### config.mk
export PLATFORM = sky130hd
export DESIGN_NAME = alu_ctrl_seq_flat
export DESIGN_NICKNAME = d
export VERILOG_FILES = /design/src/rtl/alu_ctrl_seq_if.sv /design/src/rtl/alu_ctrl_seq.sv /design/src/flat_wrapper.sv
export SDC_FILE = /design/constraint.sdc
export NUM_CORES = 1
export LEC_CHECK = 0
export CAP_MARGIN = 20
export CORE_UTILIZATION = 45
export CTS_CLUSTER_DIAMETER = 120
export DETAILED_ROUTE_END_ITERATION = 12
export HOLD_SLACK_MARGIN = 0.1
export MAX_ROUTING_LAYER = met4
export PLACE_DENSITY = 0.8
export SLEW_MARGIN = 0
export SYNTH_ARGS = -nofsm -noshare
export SYNTH_HDL_FRONTEND = slang
export SYNTH_SLANG_ARGS = --single-unit
### constraint.sdc
create_clock -name clk -period 1.7 [get_ports clk]
set_input_delay 0.34 -clock clk [delete_from_list [all_inputs] [get_ports clk]]
set_output_delay 0.34 -clock clk [all_outputs]
set_load 0.005 [all_outputs]
### src/rtl/alu_ctrl_seq_if.sv
// ALU control request/response bundle: requester drives in_valid/alu_op/func,
// unit returns in_ready, decoded alu_ctrl/illegal and the MDU sequencing strobes.
interface alu_ctrl_seq_if #(
  parameter int FUNC_W = 4,
  parameter int CTRL_W = 4
);
  logic              in_valid;
  logic              in_ready;
  logic [1:0]        alu_op;
  logic [FUNC_W-1:0] func;
  logic              out_valid;
  logic [CTRL_W-1:0] alu_ctrl;
  logic              illegal;
  logic              mdu_start;
  logic              mdu_op;
  logic              mdu_busy;
  logic              mdu_done;

  modport master (
    output in_valid, alu_op, func,
    input  in_ready, out_valid, alu_ctrl, illegal,
    input  mdu_start, mdu_op, mdu_busy, mdu_done
  );

  modport slave (
    input  in_valid, alu_op, func,
    output in_ready, out_valid, alu_ctrl, illegal,
    output mdu_start, mdu_op, mdu_busy, mdu_done
  );
endinterface

### src/rtl/alu_ctrl_seq.sv
// ALU control with multi-cycle MULT/DIV sequencing (IDLE/RUN FSM).
// Ports: clk, rst_n (async low), flush (sync abort), bus (slave side).
module alu_ctrl_seq #(
  parameter int FUNC_W     = 4,
  parameter int CTRL_W     = 4,
  parameter int MUL_CYCLES = 4,
  parameter int DIV_CYCLES = 8
) (
  input  logic          clk,
  input  logic          rst_n,
  input  logic          flush,
  alu_ctrl_seq_if.slave bus
);
  localparam int MAXC  = (MUL_CYCLES > DIV_CYCLES) ?
                         MUL_CYCLES : DIV_CYCLES;
  localparam int CNT_W = $clog2(MAXC);
  localparam logic [CNT_W-1:0] MUL_LD = CNT_W'(MUL_CYCLES - 1);
  localparam logic [CNT_W-1:0] DIV_LD = CNT_W'(DIV_CYCLES - 1);

  typedef enum logic { IDLE, RUN } state_t;

  state_t            st, st_n;
  logic [CNT_W-1:0]  cnt, cnt_n;
  logic              ov_q, ov_n;
  logic [CTRL_W-1:0] ctrl_q, ctrl_n;
  logic              ill_q, ill_n;
  logic              start_q, start_n;
  logic              op_q, op_n;
  logic              done_q, done_n;

  logic              hi_bad;
  logic [3:0]        dec_code;
  logic              dec_ill;
  logic              dec_mdu;
  logic              dec_div;

  if (FUNC_W > 4) begin : g_hi
    assign hi_bad = |bus.func[FUNC_W-1:4];
  end else begin : g_nohi
    assign hi_bad = 1'b0;
  end

  always_comb begin
    dec_code = 4'd0;
    dec_ill  = 1'b0;
    dec_mdu  = 1'b0;
    dec_div  = 1'b0;
    unique case (1'b1)
      bus.alu_op == 2'b11: dec_code = 4'd0;
      bus.alu_op == 2'b10: dec_code = 4'd1;
      bus.alu_op == 2'b01: dec_code = 4'd2;
      default: begin
        if (hi_bad || bus.func[3:0] > 4'd10) begin
          dec_ill = 1'b1;
        end else begin
          dec_code = bus.func[3:0];
          dec_mdu  = bus.func[3:0] >= 4'd9;
          dec_div  = bus.func[3:0] == 4'd10;
        end
      end
    endcase
  end

  // cnt holds the RUN cycles still to go, including the current one
  always_comb begin
    st_n    = st;
    cnt_n   = cnt;
    ov_n    = 1'b0;
    ctrl_n  = ctrl_q;
    ill_n   = 1'b0;
    start_n = 1'b0;
    op_n    = op_q;
    done_n  = 1'b0;
    if (flush) begin
      st_n   = IDLE;
      cnt_n  = '0;
      ctrl_n = '0;
    end else begin
      unique case (st)
        IDLE: begin
          if (bus.in_valid) begin
            if (dec_mdu) begin
              st_n    = RUN;
              cnt_n   = dec_div ? DIV_LD : MUL_LD;
              start_n = 1'b1;
              op_n    = dec_div;
            end else begin
              ov_n   = 1'b1;
              ctrl_n = CTRL_W'(dec_code);
              ill_n  = dec_ill;
            end
          end
        end
        RUN: begin
          if (cnt <= CNT_W'(1)) begin
            st_n   = IDLE;
            cnt_n  = '0;
            ov_n   = 1'b1;
            done_n = 1'b1;
            ctrl_n = op_q ? CTRL_W'(10) : CTRL_W'(9);
          end else begin
            cnt_n = cnt - CNT_W'(1);
          end
        end
        default: st_n = IDLE;
      endcase
    end
  end

  always_ff @(posedge clk or negedge rst_n) begin
    if (!rst_n) begin
      st      <= IDLE;
      cnt     <= '0;
      ov_q    <= 1'b0;
      ctrl_q  <= '0;
      ill_q   <= 1'b0;
      start_q <= 1'b0;
      op_q    <= 1'b0;
      done_q  <= 1'b0;
    end else begin
      st      <= st_n;
      cnt     <= cnt_n;
      ov_q    <= ov_n;
      ctrl_q  <= ctrl_n;
      ill_q   <= ill_n;
      start_q <= start_n;
      op_q    <= op_n;
      done_q  <= done_n;
    end
  end

  assign bus.in_ready  = (st == IDLE);
  assign bus.mdu_busy  = (st == RUN);
  assign bus.out_valid = ov_q;
  assign bus.alu_ctrl  = ctrl_q;
  assign bus.illegal   = ill_q;
  assign bus.mdu_start = start_q;
  assign bus.mdu_op    = op_q;
  assign bus.mdu_done  = done_q;
endmodule

### src/flat_wrapper.sv
// flat-port wrapper written by rule: the top's interface ports become plain ports
module alu_ctrl_seq_flat 
#(
  parameter int FUNC_W     = 4,
  parameter int CTRL_W     = 4,
  parameter int MUL_CYCLES = 4,
  parameter int DIV_CYCLES = 8
)
  (clk, rst_n, flush, bus_in_valid, bus_alu_op, bus_func, bus_in_ready, bus_out_valid, bus_alu_ctrl, bus_illegal, bus_mdu_start, bus_mdu_op, bus_mdu_busy, bus_mdu_done);
  alu_ctrl_seq_if #(.FUNC_W(FUNC_W), .CTRL_W(CTRL_W)) bus_i ();
  input  logic clk;
  input  logic rst_n;
  input  logic flush;
  input wire logic [$bits(bus_i.in_valid)-1:0] bus_in_valid;
  input wire logic [$bits(bus_i.alu_op)-1:0] bus_alu_op;
  input wire logic [$bits(bus_i.func)-1:0] bus_func;
  output wire logic [$bits(bus_i.in_ready)-1:0] bus_in_ready;
  output wire logic [$bits(bus_i.out_valid)-1:0] bus_out_valid;
  output wire logic [$bits(bus_i.alu_ctrl)-1:0] bus_alu_ctrl;
  output wire logic [$bits(bus_i.illegal)-1:0] bus_illegal;
  output wire logic [$bits(bus_i.mdu_start)-1:0] bus_mdu_start;
  output wire logic [$bits(bus_i.mdu_op)-1:0] bus_mdu_op;
  output wire logic [$bits(bus_i.mdu_busy)-1:0] bus_mdu_busy;
  output wire logic [$bits(bus_i.mdu_done)-1:0] bus_mdu_done;
  assign bus_i.in_valid = bus_in_valid;
  assign bus_i.alu_op = bus_alu_op;
  assign bus_i.func = bus_func;
  assign bus_in_ready = bus_i.in_ready;
  assign bus_out_valid = bus_i.out_valid;
  assign bus_alu_ctrl = bus_i.alu_ctrl;
  assign bus_illegal = bus_i.illegal;
  assign bus_mdu_start = bus_i.mdu_start;
  assign bus_mdu_op = bus_i.mdu_op;
  assign bus_mdu_busy = bus_i.mdu_busy;
  assign bus_mdu_done = bus_i.mdu_done;
  alu_ctrl_seq #(.FUNC_W(FUNC_W), .CTRL_W(CTRL_W), .MUL_CYCLES(MUL_CYCLES), .DIV_CYCLES(DIV_CYCLES)) u_core (.clk(clk), .rst_n(rst_n), .flush(flush), .bus(bus_i));
endmodule
==> results list, run 1 <==
- Cell types occupying the most area after synthesis: dfrtp_1 (46%), a22o_1 (3.7%), ha_1 (3.5%)
- Entering global routing, the biggest net connects 14 pins.
- The clock period could shrink to 1670 ps.
* Class of the tightest hold or removal check: in -> async
- The count of nets left with antenna violations once routing finished came out at 0.
* Horizontal extent of the die: 41.8 um
- The cell sitting at the root of the clock tree is a clkbuf_4.
- Main combinational cell family by area after synthesis: compound AO/OA/AOI/OAI gates
- Residual DRC count: 0
- After floorplanning, the core was divided into 14 placement rows.
* Vias: 635
- Max-slew violations: 0
- Final #Nets: 113
- The initial antenna violation count was 0.
* Crit Path Category: reg -> out
- Worst Setup Start Kind: flip-flop
* Clock-pin slew on the worst setup and hold paths: 80 ps
- At the worst endpoint, the required time is 1360 ps.
- Die height: 41.8 um
- At the end of the flow the core is filled with cells to 0.733.
- The clock reaches the later pin of the worst-skew pair after 270 ps.
- Post-cts hold buffer count: 0
- GR Util All Layers: 0.218
- Starting Density: 0.479
* Worst slew margin relative to its limit: 0.602
- Setup violations remaining at the end of the flow were counted as 0.
- The run finished with clean final reports.
- In this run the mean area of a mapped cell was 11.1 um2.
* Vias in the first global route: 657
- Number of antenna cells inserted: 0
- Sink count of the clock tree: 13
- Sum of routed wire length over all layers: 1620 um
- For the pin with the worst max-slew slack, the measured transition is 595 ps.
* Highest achievable clock rate: 600 MHz
- Counting flops and latches in the post-synthesis netlist gives 13.
* Yosys top cell by area: dfrtp_1
* Count of input and output buffers: 20
* Power density normalized to cell area: 605 mW/mm2
* H-tree level count: 1
- Unique cell type count in the Yosys netlist: 34
* Proportion of synthesized chip area in sequential cells: 0.456
- The first global-routing pass estimated 2790 um of wire.
* Detailed-route vias per instance: 5.47
* Boundary Pins: 21
- For this run, the detailed router's first-pass iteration total came to 3.
- Final count of hold timing violations: 0
* Total standard cell area after synthesis: 713 um2
- Hold WS: 438 ps
- Number of nets in the synthesized netlist: 76
- Data on the critical path arrives at its endpoint at 1330 ps.
- Fill cells in the final layout number 108.
- Max-cap violations in this run came to 0.
- Multiplexer fraction of the synthesized cell area: 0.0316
* Setup Skew: 3.18 ps
- Fraction of the mapped netlist area in adder cells: 0.0351
* Leakage component of the power: 0.505 nW
- The Yosys step of the flow raised 0 warnings.
- TritonCTS built the clock tree.
- In the final routed layout, each cell accounts on average for 13.9 um.
* Setup crit end kind: output pin
- In this run the worst path has a maximum fanout of 5.
* Placed wire-length estimate after detailed placement: 1270 um
* IR drop worst, VDD: 350 uV
- In the finished design, the share of the clock period the worst path needs comes to 0.981.
- The fraction of the mapped netlist area in compound gates was 0.282.
- Of the total synthesized cell area, the portion taken by AND, OR, NAND and NOR gates is 0.151.
- The clock passes through at most 2 buffers.
- Instance count of the mapped netlist: 64
- Clock tree synthesis inserted a total of 3 buffers.
- Final estimated routing congestion in global placement: 0.853
- The detailed router finished its first iteration with 5 violations.
* Final global-route overflow total: 0
- Synth-to-Final Area Change: 53.0%
- Of the total synthesized cell area, the portion taken by XOR and XNOR cells is 0.0123.
- Die ar.: 0.00175 mm2
* Proportion of netlist area held by the largest area contributor: 0.456
- Share of final-layout standard cells stronger than drive strength 1: 0.310
* Core Footprint: 0.00149 mm2
timing repair:
item                                   in CTS  in global routing
setup buffers                               1                  0
setup endpoints to repair                   1                  8
pin swaps                                   0                  2
resized for setup                           0                  8
endpoints found under the hold margin       0                  0
cell usage in the layout, fill, tap and decap left out, drive strengths merged, types with 2 or more instances in the layout:
cell type       n
inv             4
clkdlybuf4s50  18
nor2            3
o31ai           2
dfrtp          13
a22o            3
a21oi           3
nand2           7
buf            13
mux2            2
o21ai           3
ha              2
a21o            2
clkbuf          4
a211oi          2
dlymetal6s2s    2
metrics by stage:
| stage | power, W | cell area [um2] | worst slack, ps | cells | TNS (ps) |
|---|---|---|---|---|---|
| final | 0.000660 | 1090 | 32.3 | 116 | 0 |
| after global routing | 0.000698 | 1090 | -42.0 | 116 | -63.0 |
| after CTS | 0.000655 | 1050 | 13.3 | 116 | 0 |
| after detailed placement | 0.000469 | 1020 | -268 | 111 | -1730 |
| after global placement | 0.000465 | 1020 | -200 | 111 | -1310 |
| after floorplan | 0.000389 | 713 | 156 | 64 | 0 |
final timing paths:
check	endpoint	slack [ps]	cells after the start	from
worst min register to register	u_core.bus.alu_ctrl[2]$_DFFE_PN0P_	510	1	u_core.bus.alu_ctrl[2]$_DFFE_PN0P_
worst max-delay path	bus_in_ready	30	2	u_core.bus.mdu_busy$_DFF_PN0_
min in group clk	u_core.bus.alu_ctrl[2]$_DFFE_PN0P_	510	1	u_core.bus.alu_ctrl[2]$_DFFE_PN0P_
worst min-delay path	u_core.bus.alu_ctrl[1]$_DFFE_PN0P_	440	1	rst_n
max in group asynchronous	u_core.cnt[2]$_DFFE_PN0P_	870	1	rst_n
worst max register to register	u_core.bus.alu_ctrl[2]$_DFFE_PN0P_	110	5	u_core.cnt[0]$_DFFE_PN0P_
cells by family after synthesis:
family / Yosys count
compound gates: 24
flops: 13
buf+inv: 5
simple gates: 17
xor+xnor: 1
fa+ha+maj: 2
mux: 2
report_power, final:
| part | leakage [nW] | internal (W) | total [W] | switching (W) |
|---|---|---|---|---|
| combinational | 0.314 | 0.0000771 | 0.000143 | 0.0000662 |
| sequential | 0.176 | 0.000320 | 0.000329 | 0.00000911 |
| clock | 0.0150 | 0.0000909 | 0.000188 | 0.0000967 |
| total | 0.505 | 0.000488 | 0.000660 | 0.000172 |
final cells by class:
cell class,instances,area (um2),area share
sequential,13,325,0.298
timing repair buffer,33,303,0.278
clock buffer,4,26.3,0.0241
multi-input combinational,46,402,0.368
tap,16,20.0,0.0183
inverter,4,15.0,0.0138
synth_stat cells:
library cell and n:
nor4b_4 1, o21ai_0 3, nor4_1 1, a21oi_1 3, inv_2 1, a311oi_2 1, nand2_1 6, nand2b_1 1
o21ba_2 1, ha_1 2, xor2_1 1, a31o_2 1, mux2_2 1, and4b_1 1, a31oi_4 1, nor2_1 3
buf_4 1, inv_1 3, a22o_1 3, o211ai_1 1, mux2_1 1, o22ai_1 1, a21o_1 2, nor3_1 1
o2bb2a_1 1, and3b_2 1, o21bai_1 1, dfrtp_1 13, o31ai_2 1, or2_2 1, a211oi_1 2, o31ai_1 1
nand2_2 1, o2bb2ai_1 1
per-layer routing:
layer  part of all wire  vias up  GRT usage
met1               0.44      305      0.259
li1                   -      314          -
met3              0.028        0     0.0261
met5                  0        -          -
met2               0.53       16      0.378
met4                  0        0     0.0774
flip-flops by register name, indices dropped and copies added (netlist names):
| signal | count |
|---|---|
| u_core.bus.alu_ctrl | 4 |
| u_core.bus.illegal | 1 |
| u_core.bus.mdu_busy | 1 |
| u_core.bus.mdu_done | 1 |
| u_core.bus.mdu_op | 1 |
| u_core.bus.mdu_start | 1 |
| u_core.bus.out_valid | 1 |
| u_core.cnt | 3 |
worst max-delay path, stage by stage (launching register included):
cell             delay, ps
dfrtp_1                460
inv_2                  100
clkdlybuf4s50_1        500
No activity file was read; power rests on OpenSTA's default activity.
==> run 2: changes to the inputs <==
--- a/config.mk
+++ b/config.mk
@@ -5,13 +5,14 @@
 export SDC_FILE = /design/constraint.sdc
 export NUM_CORES = 1
 export LEC_CHECK = 0
+export ABC_AREA = 1
 export CAP_MARGIN = 20
-export CORE_UTILIZATION = 45
+export CORE_UTILIZATION = 46
 export CTS_CLUSTER_DIAMETER = 120
 export DETAILED_ROUTE_END_ITERATION = 12
 export HOLD_SLACK_MARGIN = 0.1
 export MAX_ROUTING_LAYER = met4
-export PLACE_DENSITY = 0.8
+export PLACE_DENSITY = 0.79
 export SLEW_MARGIN = 0
 export SYNTH_ARGS = -nofsm -noshare
 export SYNTH_HDL_FRONTEND = slang
==> results list, run 2 <==
- The top cell type by total area after synthesis is dfrtp_1 (unchanged).
- The net switching power was 0.000190 W (was 0.000172 W).
- Clock latency at the later pin of the worst-skew pair: 280 ps (was 270 ps)
- Startpoint of the lowest-slack register-to-register path: u_core.cnt[1]$_DFFE_PN0P_ (was u_core.cnt[0]$_DFFE_PN0P_)
- Status: finished, final reports clean (unchanged)
- The count of state elements after synthesis is 13 (unchanged).
- The average instance area after synthesis came to 8.20 um2 (was 11.1 um2).
- GR Util All Layers: 0.220 (was 0.218)
* Max-slew violations: 0 (unchanged)
- Cell row count: 14 (unchanged)
* Final estimated routing congestion in global placement: 0.769 (was 0.853)
- Largest buffer count on any clock path: 2 (unchanged)
* Number of nets in the synthesized netlist: 112 (was 76)
- Leading cell types by count after synthesis: nand2_1 (30), dfrtp_1 (13), inv_1 (10) (was dfrtp_1 (13), nand2_1 (6)).
- The number of library cell types mapped by synthesis was 27 (was 34).
* Sum of routed wire length over all layers: 1690 um (was 1620 um)
* Sink count of the clock tree: 13 (unchanged)
- The internal power component came to 0.000475 W (was 0.000488 W).
* Worst-Margin Slew: 266 ps (was 595 ps)
- Area occupied by multi-input gates: 420 um2 (was 402 um2)
- The count of buffers inserted at the top-level ports was 20 (unchanged).
* Vias in the first global route: 685 (was 657)
* Worst Reg2Reg Path Length in Cells: 9 (was 5)
- The overall die area came to 0.00195 mm2 (was 0.00175 mm2).
- Hold WS: 358 ps (was 438 ps)
- Setup ws final: 112 ps (was 32.3 ps)
* Share of final-layout standard cells stronger than drive strength 1: 0.228 (was 0.310)
- The fraction of the cycle the final worst path needs was 0.934 (was 0.981).
- The synthesized cell area is 820 um2 (was 713 um2).
* Final #Nets: 140 (was 113)
* Wl on met1: 771 um (was 714 um)
- The leading cell type in the layout, fill and taps excluded is nand2_1 (was clkdlybuf4s50_1).
- Post-cts hold buffer count: 0 (unchanged)
* Combinational cell fraction of total power: 0.211 (was 0.217)
- MaxCap Viol Count: 0 (unchanged)
* Required arrival time at the worst endpoint: 1360 ps (about the same)
- The clock transition at the register clock pins on the worst setup and hold paths after CTS was 90 ps (was 80 ps).
- The total negative slack for setup checks was 0 ps (unchanged).
* Final global-route overflow total: 0 (unchanged)
- The root buffer selected by CTS is clkbuf_4 (unchanged).
* Warnings, synthesis: 0 (unchanged)
- Placed wire-length estimate after detailed placement: 1390 um (was 1270 um)
- Cell types occupying the most area after synthesis: dfrtp_1 (40%), nand2_1 (14%), nand3_1 (5.5%) (was dfrtp_1 (46%), a22o_1 (3.7%), ha_1 (3.5%))
* Horizontal extent of the die: 44.2 um (was 41.8 um)
- Flip-flop count of the largest register after layout: 4 (unchanged)
- The proportion of register bits with asynchronous set or reset after synthesis is 1.00 (unchanged).
- The clock share of power is 0.297 (was 0.284).
- Detailed-route vias per instance: 5.08 (was 5.47)
- Number of antenna violations at the first check in global routing: 0 (unchanged)
- The number of buffers added for setup after CTS was 0 (was 1).
- Leakage component of the power: 0.548 nW (was 0.505 nW)
* Vias: 726 (was 635)
- The power density normalized to cell area was 613 mW/mm2 (was 605 mW/mm2).
- The most common flop cell mapped by yosys is dfrtp_1 (unchanged).
* Met3 wire length: 73 um (was 46 um)
- Top-count cell post-synth: nand2_1 (was dfrtp_1)
- The proportion of power drawn by flip-flops and latches was 0.492 (was 0.498).
- Time the worst path needs with I/O delays and setup: 1590 ps (was 1670 ps)
- Worst Setup Start Kind: flip-flop (unchanged)
- Number of antenna cells inserted: 0 (unchanged)
- The number of gates given a new drive strength after cts was 0 (unchanged).
* Setup crit end kind: output pin (unchanged)
- The class of the most critical hold timing path was in -> async (unchanged).
* H-tree level count: 1 (unchanged)
- Fillers: 131 (was 108)
- Commonest non-fill, non-tap cells in the layout: nand2_1 (30), clkdlybuf4s50_1 (20), dfrtp_1 (13), inv_1 (10), nand3_1 (9) (was clkdlybuf4s50_1 (18), buf_4 (13), dfrtp_1 (13), nand2_1 (6))
- The setup slack after placement was 56.0 ps (was -268 ps).
- Proportion of synthesized chip area in sequential cells: 0.397 (was 0.456)
- The gate count after technology mapping was 100 (was 64).
- Switching part of the total power: 0.286 (was 0.261)
- The wire length per cell after detailed routing was 11.8 um (was 13.9 um).
* Number of nets still failing antenna checks after routing: 0 (unchanged)
- Worst-case register-to-register setup slack: 250 ps (was 110 ps)
* Routed length on met2: 820 um (was 853 um)
* Top layer used by detailed routing: met4 (was met3)
* Global-route wire length before repair: 2950 um (was 2790 um)
* Highest achievable clock rate: 630 MHz (was 600 MHz)
* Footprint of the flip-flops and latches: 325 um2 (unchanged)
- Setup repair after global routing missed its margin: false
- The number of DRC markers in iteration 0 came to 7 (was 5).
- Proportion of netlist area held by the largest area contributor: 0.397 (was 0.456)
* Starting Density: 0.520 (was 0.479)
- Final count of hold timing violations: 0 (unchanged)
- EDFF count, synth: 0 (unchanged)
- Die height: 44.2 um (was 41.8 um)
* CTS tree: yes (unchanged)
- The number of top-level pins was 21 (unchanged).
- The number of remaining DRC errors was 0 (unchanged).
- The maximum number of pins on one net before global-route repair is 14 (unchanged).
* Synth-to-Final Area Change: 32.4% (was 53.0%)
- The end of the worst register-to-register path was u_core.bus.alu_ctrl[0]$_DFFE_PN0P_ (was u_core.bus.alu_ctrl[2]$_DFFE_PN0P_).
- The placeable core region came to 0.00158 mm2 (was 0.00149 mm2).
- The largest voltage drop on the vdd net is 447 uV (was 350 uV).
- Highest fanout seen on the critical path: 3 (was 5)
- The number of endpoints failing setup at the final stage is 0 (unchanged).
* Crit Path Category: reg -> out (unchanged)
- Critical Path AT: 1250 ps (was 1330 ps)
- The total CTS buffers was 3 (unchanged).
- The worst max-slew margin expressed relative to the limit is 0.821 (was 0.602).
- DR pass1 iterations: 6 (was 3)
- Setup Skew: 10.5 ps (was 3.18 ps)
==> run 2: cell types whose count changed in the layout (fill, tap and decap cells not counted), sizes merged, moves of 3 or more <==
cell,change
inv,+9
nand3,+12
buf,-9
nor2,+4
nand4,+3
nand2,+27
a22o,-3
==> run 2: layout make-up <==
type,instances,share of cell area
multi-input combinational,71,0.388
clock buffer,4,0.0242
sequential,13,0.300
tap,16,0.0185
timing repair buffer,24,0.212
inverter,15,0.0577
==> run 2: cells by family after synthesis <==
family / after synthesis / synth area share
fa+ha+maj: 2 / 0.0305
compound gates: 9 / 0.0794
flops: 13 / 0.397
xor+xnor: 1 / 0.0107
simple gates: 59 / 0.392
buf+inv: 16 / 0.0901
==> run 2: power by group through the flow <==
stage	Sequential (W)	Clock (W)	Combinational, W
final	0.000327	0.000197	0.000140
after global routing	0.000329	0.000220	0.000158
after CTS	0.000328	0.000206	0.000141
after detailed placement	0.000334	0	0.000141
after global placement	0.000333	0	0.000136
after floorplan	0.000333	0	0.0000762
==> run 2: routing by layer <==
layer | vias up | GRT usage
met3 | 2 | 0.0367
met4 | 0 | 0.109
li1 | 375 | -
met2 | 16 | 0.338
met5 | - | -
met1 | 333 | 0.278
==> run 2: worst max path at each step <==
stage                                        from                            endpoint  slack [ps]
floorplan               u_core.cnt[0]$_DFFE_PN0P_  u_core.bus.alu_ctrl[0]$_DFFE_PN0P_         390
global placement                      bus_func[1]       u_core.bus.mdu_op$_DFFE_PN0P_          80
detailed placement                    bus_func[1]  u_core.bus.alu_ctrl[0]$_DFFE_PN0P_          60
CTS                 u_core.bus.mdu_busy$_DFF_PN0_                        bus_in_ready          90
global route        u_core.bus.mdu_busy$_DFF_PN0_                        bus_in_ready          60
finish              u_core.bus.mdu_busy$_DFF_PN0_                        bus_in_ready         110
==> run 2: per-stage QoR <==
step | area, um2 | utilization | power (W) | instances
finish | 1080 | 0.688 | 0.000665 | 143
global route | 1080 | 0.688 | 0.000707 | 143
CTS | 1080 | 0.688 | 0.000675 | 143
detailed placement | 1060 | 0.671 | 0.000474 | 139
global placement | 1060 | 0.671 | 0.000470 | 139
floorplan | 820 | - | 0.000409 | 100
==> run 2: worst max-delay path: stages, from the launching register on <==
cell             delay (ps)
dfrtp_1                 430
clkinv_4                 60
clkdlybuf4s50_1         490
==> RTL change 1, RTL diff (settings of run 1) <==
Reset style: synchronous (`rst_n`), changed in one clocked block. Comments in the files are not updated.
--- a/src/rtl/alu_ctrl_seq.sv
+++ b/src/rtl/alu_ctrl_seq.sv
@@ -107,7 +107,7 @@
     end
   end
 
-  always_ff @(posedge clk or negedge rst_n) begin
+  always_ff @(posedge clk) begin
     if (!rst_n) begin
       st      <= IDLE;
       cnt     <= '0;
Formal check against the unedited RTL: differs if rst_n is asserted again (counterexample within 4 cycles, from zero or initial values and one cycle with rst_n low); with rst_n held inactive, the same outputs for 10 cycles.
==> RTL change 1 against run 1 <==
Routed wire length shrank 3.4%; clock power grew 4%; via count grew 6.9%; sequential cell count is the same; cell area shrank 5.5%; register-to-register slack gained 0.04 ns; combinational power shrank 22%; total power shrank 6.3%; cell count grew 6.9%; worst setup slack gained 0.013 ns; first-iteration DRC count grew 100%; area after synthesis shrank 4.2%.
==> RTL change 1: results (changes against run 1) <==
[global_route]
use_met2_pct=39.1  ; +1.3 points
grtUsageMet3_pct=8.15  ; +5.5 points
grt_use_total_pct=21.9  ; +0.12 points
antenna_found_initial=0  ; unchanged
grt_max_degree=14  ; unchanged
use_met1_pct=23.5  ; -2.5 points
grt_pass1_wl_mm=2.31  ; -17%
grt_pass1_vias=551  ; -16%

[final_layout]
nets=122  ; +8.0%
largest_register_ffs=4  ; unchanged
diodes=0  ; unchanged
layout-drive-gt1-share_pct=24.8  ; -6.2 points

[critical_path]
cp.arrival_ns=1.82  ; +0.49 ns
startpoint=bus_alu_op[1]
worstSetupEndpoint=u_core.cnt[2]$_SDFFE_PP0P_
r2r_setup_slack_ns=0.15  ; +0.04 ns
r2r-start=u_core.cnt[1]$_SDFFE_PP0P_
path_max_fanout=6  ; +1
r2r-end=u_core.bus.alu_ctrl[1]$_SDFFE_PP0P_
rr_worst_depth=7  ; +2
slowest_delay_ns=0.46  ; -0.04 ns

[yosys]
synth_fa_ha_area_share_pct=3.66  ; +0.15 points
synthDistinctLibCells=35  ; +2.9%
synth-compound-area-share_pct=25.3  ; -3.0 points
muxShareOfSynthArea_pct=1.65  ; -1.5 points
syn_nets=88  ; +16%
yosys_warnings=0  ; unchanged
synth_top_family_by_area=compound AO/OA/AOI/OAI gates
synth_flop_cell=dfxtp_1
synth-async-reset-ratio_pct=0  ; -100 points
yosysSeqAreaShare_pct=38.1  ; -7.5 points
synth.area.top_cells=dfxtp_1, a21oi_1, nor3_1
synth_xor_area_share_pct=1.28  ; +0.054 points
synthTopCellsByCount=dfxtp_1, a21oi_1, nor3_1

[worst_hold_path]
min_path_type=reg -> reg
hold_start=u_core.bus.alu_ctrl[2]$_SDFFE_PP0P_

[route]
vias=679  ; +6.9%
dr.pass1.iters=4  ; +1
drt-initial-drc-count=10  ; +5
drt-total-wl_mm=1.56  ; -3.4%

[cts]
htreeDepth=1  ; unchanged
cts-root-buf=clkbuf_4
clkTransAtPathRegs_ns=0.07
clock_path_buffers=2  ; unchanged

[timing]
hold_ws_ns=0.488  ; +0.0505 ns
skew_ns=0.0127  ; +0.00953 ns
max-slew-margin-rel_pct=74.3  ; +14 points

[power]
peakVddDrop_v=0.000460  ; +31%
p_leak_nw=0.403  ; -20%

[outcome]
status=complete, no violations

[placed_design]
hpwl_mm=1.19  ; -6.7%
place.gp.congestion=0.816  ; -4.4%
numPortBuffers=20  ; unchanged

==> RTL change 1: layout make-up <==
| cell class | instances | area (um^2) |
|---|---|---|
| flip-flops and latches | 13 | 264 |
| fillers | 98 | 319 |
| repair buffers | 33 | 300 |
| inverters | 5 | 18.8 |
| clock buffers | 4 | 26.3 |
| multi-input cells | 54 | 403 |
| well taps | 15 | 18.8 |
==> RTL change 1: metrics by stage <==
step	TNS (ns)	setup WS, ns	instance area [um^2]	cells
6_report	0	0.0455	1030	124
5_1_grt	0	0.00857	1030	124
4_1_cts	0	0.0364	1010	124
3_5_place_dp	-1.33	-0.248	981	120
3_3_place_gp	-1.09	-0.204	981	120
2_1_floorplan	0	0.263	683	76
==> RTL change 1: power by group <==
part	switching, mW	internal [mW]
clock network	0.105	0.0910
registers	0.00286	0.308
logic	0.0491	0.0623
total	0.157	0.461
==> RTL change 1: cell families after synthesis <==
kind of cell / count (synthesis)
compound gates: 24
xor+xnor: 1
fa+ha+maj: 2
buf+inv: 9
flops: 13
mux: 1
simple gates: 26
==> RTL change 1: timing repair <==
action,4_1_cts,5_1_grt
setup buffers,0,0
hold endpoints to repair,0,0
pin swaps,0,3
setup endpoints to repair,2,4
hold buffers,0,0
gates resized for setup,1,6
==> RTL change 1: routing by layer <==
layer / routed length, um / vias up
met4: 0 / 0
met3: 74 / 0
met1: 719 / 309
li1: - / 349
met5: 0 / -
met2: 767 / 21
==> RTL change 1: worst max-delay path, delay by kind of cell <==
kind | cells | cell delay, ns
compound gates | 3 | 0.59
buf+inv | 1 | 0.46
simple gates | 1 | 0.43
==> RTL change 2, RTL diff (config.mk and constraints of run 1) <==
Without the edit above. `MUL_CYCLES` is set to 4 in 2 places; all go to 16.
--- a/src/rtl/alu_ctrl_seq.sv
+++ b/src/rtl/alu_ctrl_seq.sv
@@ -3,7 +3,7 @@
 module alu_ctrl_seq #(
   parameter int FUNC_W     = 4,
   parameter int CTRL_W     = 4,
-  parameter int MUL_CYCLES = 4,
+  parameter int MUL_CYCLES = 16,
   parameter int DIV_CYCLES = 8
 ) (
   input  logic          clk,
--- a/src/flat_wrapper.sv
+++ b/src/flat_wrapper.sv
@@ -3,7 +3,7 @@
 #(
   parameter int FUNC_W     = 4,
   parameter int CTRL_W     = 4,
-  parameter int MUL_CYCLES = 4,
+  parameter int MUL_CYCLES = 16,
   parameter int DIV_CYCLES = 8
 )
   (clk, rst_n, flush, bus_in_valid, bus_alu_op, bus_func, bus_in_ready, bus_out_valid, bus_alu_ctrl, bus_illegal, bus_mdu_start, bus_mdu_op, bus_mdu_busy, bus_mdu_done);
Formal check against the unedited RTL: not equivalent (Yosys sat finds a counterexample within 10 cycles, from zero or initial values and one cycle with rst_n low).
==> RTL change 2 against run 1 <==
The run now ends with design-rule violations left; combinational power rose by 31%; via count rose by 12%; routed wire length rose by 16%; total power rose by 20%; cell area rose by 12%; sequential cell count rose by 1; worst setup slack improved by 0.0065 ns; utilization rose by 4.9 points; area after synthesis rose by 10%.
==> RTL change 2: results (changes against run 1) <==
[outcome]
status=complete, but fails checks
violations=design-rule violations

[route]
wl_met1_um=905  ; +27%
vias_per_cell=5.37  ; -1.9%
wl_met3_um=97  ; +110%
dr.pass1.iters=8  ; +5
drt-total-wl_mm=1.88  ; +16%
top_layer_used=met4
route.detailed.drc=3  ; +3

[final_layout]
buf_share_pct=28.5  ; +0.79 points
seq_cells=14  ; +1
nets=130  ; +15%
nFillCells=100  ; -7.4%
nMultiInputCombCells=54  ; +17%
multi_input_area_share_pct=36.2  ; -0.57 points
nNonClkInverters=5  ; +1
clkCellAreaFrac_pct=2.98  ; +0.57 points
seq_share_pct=28.9  ; -0.97 points

[timing]
skew_ns=0.00790  ; +0.00472 ns
max-slew-margin-rel_pct=74.3  ; +14 points
hold_ws_ns=0.355  ; -0.0826 ns
min_period_ns=1.66  ; -0.00655 ns

[critical_path]
rr_worst_depth=6  ; +1
worstSetupEndpoint=u_core.bus.alu_ctrl[2]$_DFFE_PN0P_
path_max_fanout=3  ; -2
r2r_setup_slack_ns=0.04  ; -0.07 ns
critical_path_class=reg -> reg

[global_route]
grt_use_total_pct=23.1  ; +1.3 points
use_met1_pct=30.0  ; +4.1 points
grtUsageMet3_pct=7.50  ; +4.9 points
grt_pass1_wl_mm=3.04  ; +8.9%
grt_pass1_vias=668  ; +1.7%
use_met2_pct=34.0  ; -3.8 points

[power]
power_frac_comb_pct=23.8  ; +2.1 points
p_switching_uw=207  ; +21%
p_seq_uw=361  ; +9.7%
p_leak_nw=0.558  ; +11%

[yosys]
synthTopCellsByCount=dfrtp_1, nand2_1, o21ai_0
yosysSeqAreaShare_pct=44.7  ; -0.96 points

[placed_design]
dp.cells=127  ; +14%
placed_cell_area_mm2=0.00115  ; +14%
place.gp.congestion=0.936  ; +9.6%

[cts]
cts_resized=9  ; +9

[floorplanning]
fp.coreArea_mm2=0.00156  ; +4.7%

-- RTL change 2: cell types whose count changed in the layout (fill, tap and decap cells not counted), moves of 3 or more --
cell / run 1 / this run
dlygate4sd2_1: 0 / 4
buf_4: 13 / 20
nor2_1: 2 / 5
clkdlybuf4s50_1: 18 / 15
-- RTL change 2: kinds of logic (layout without fill, tap and decap cells) --
family | Yosys count | count (layout) | share of synthesized area, %
AND/OR/NAND/NOR | 25 | 25 | 19.6
AO/OA/AOI/OAI | 20 | 20 | 20.6
flip-flops | 14 | 14 | 44.7
buffers and inverters | 6 | 49 | 2.87
multiplexers | 5 | 5 | 6.86
adder cells (fa/ha/maj) | 2 | 2 | 3.19
XOR/XNOR | 2 | 2 | 2.23
-- RTL change 2: worst max-delay path, stage by stage (launching register included) --
cell     delay (ns)
dfrtp_1        0.39
inv_2          0.06
ha_2           0.18
or2_4          0.25
a31oi_4        0.17
o21a_2         0.17
mux2_2         0.33
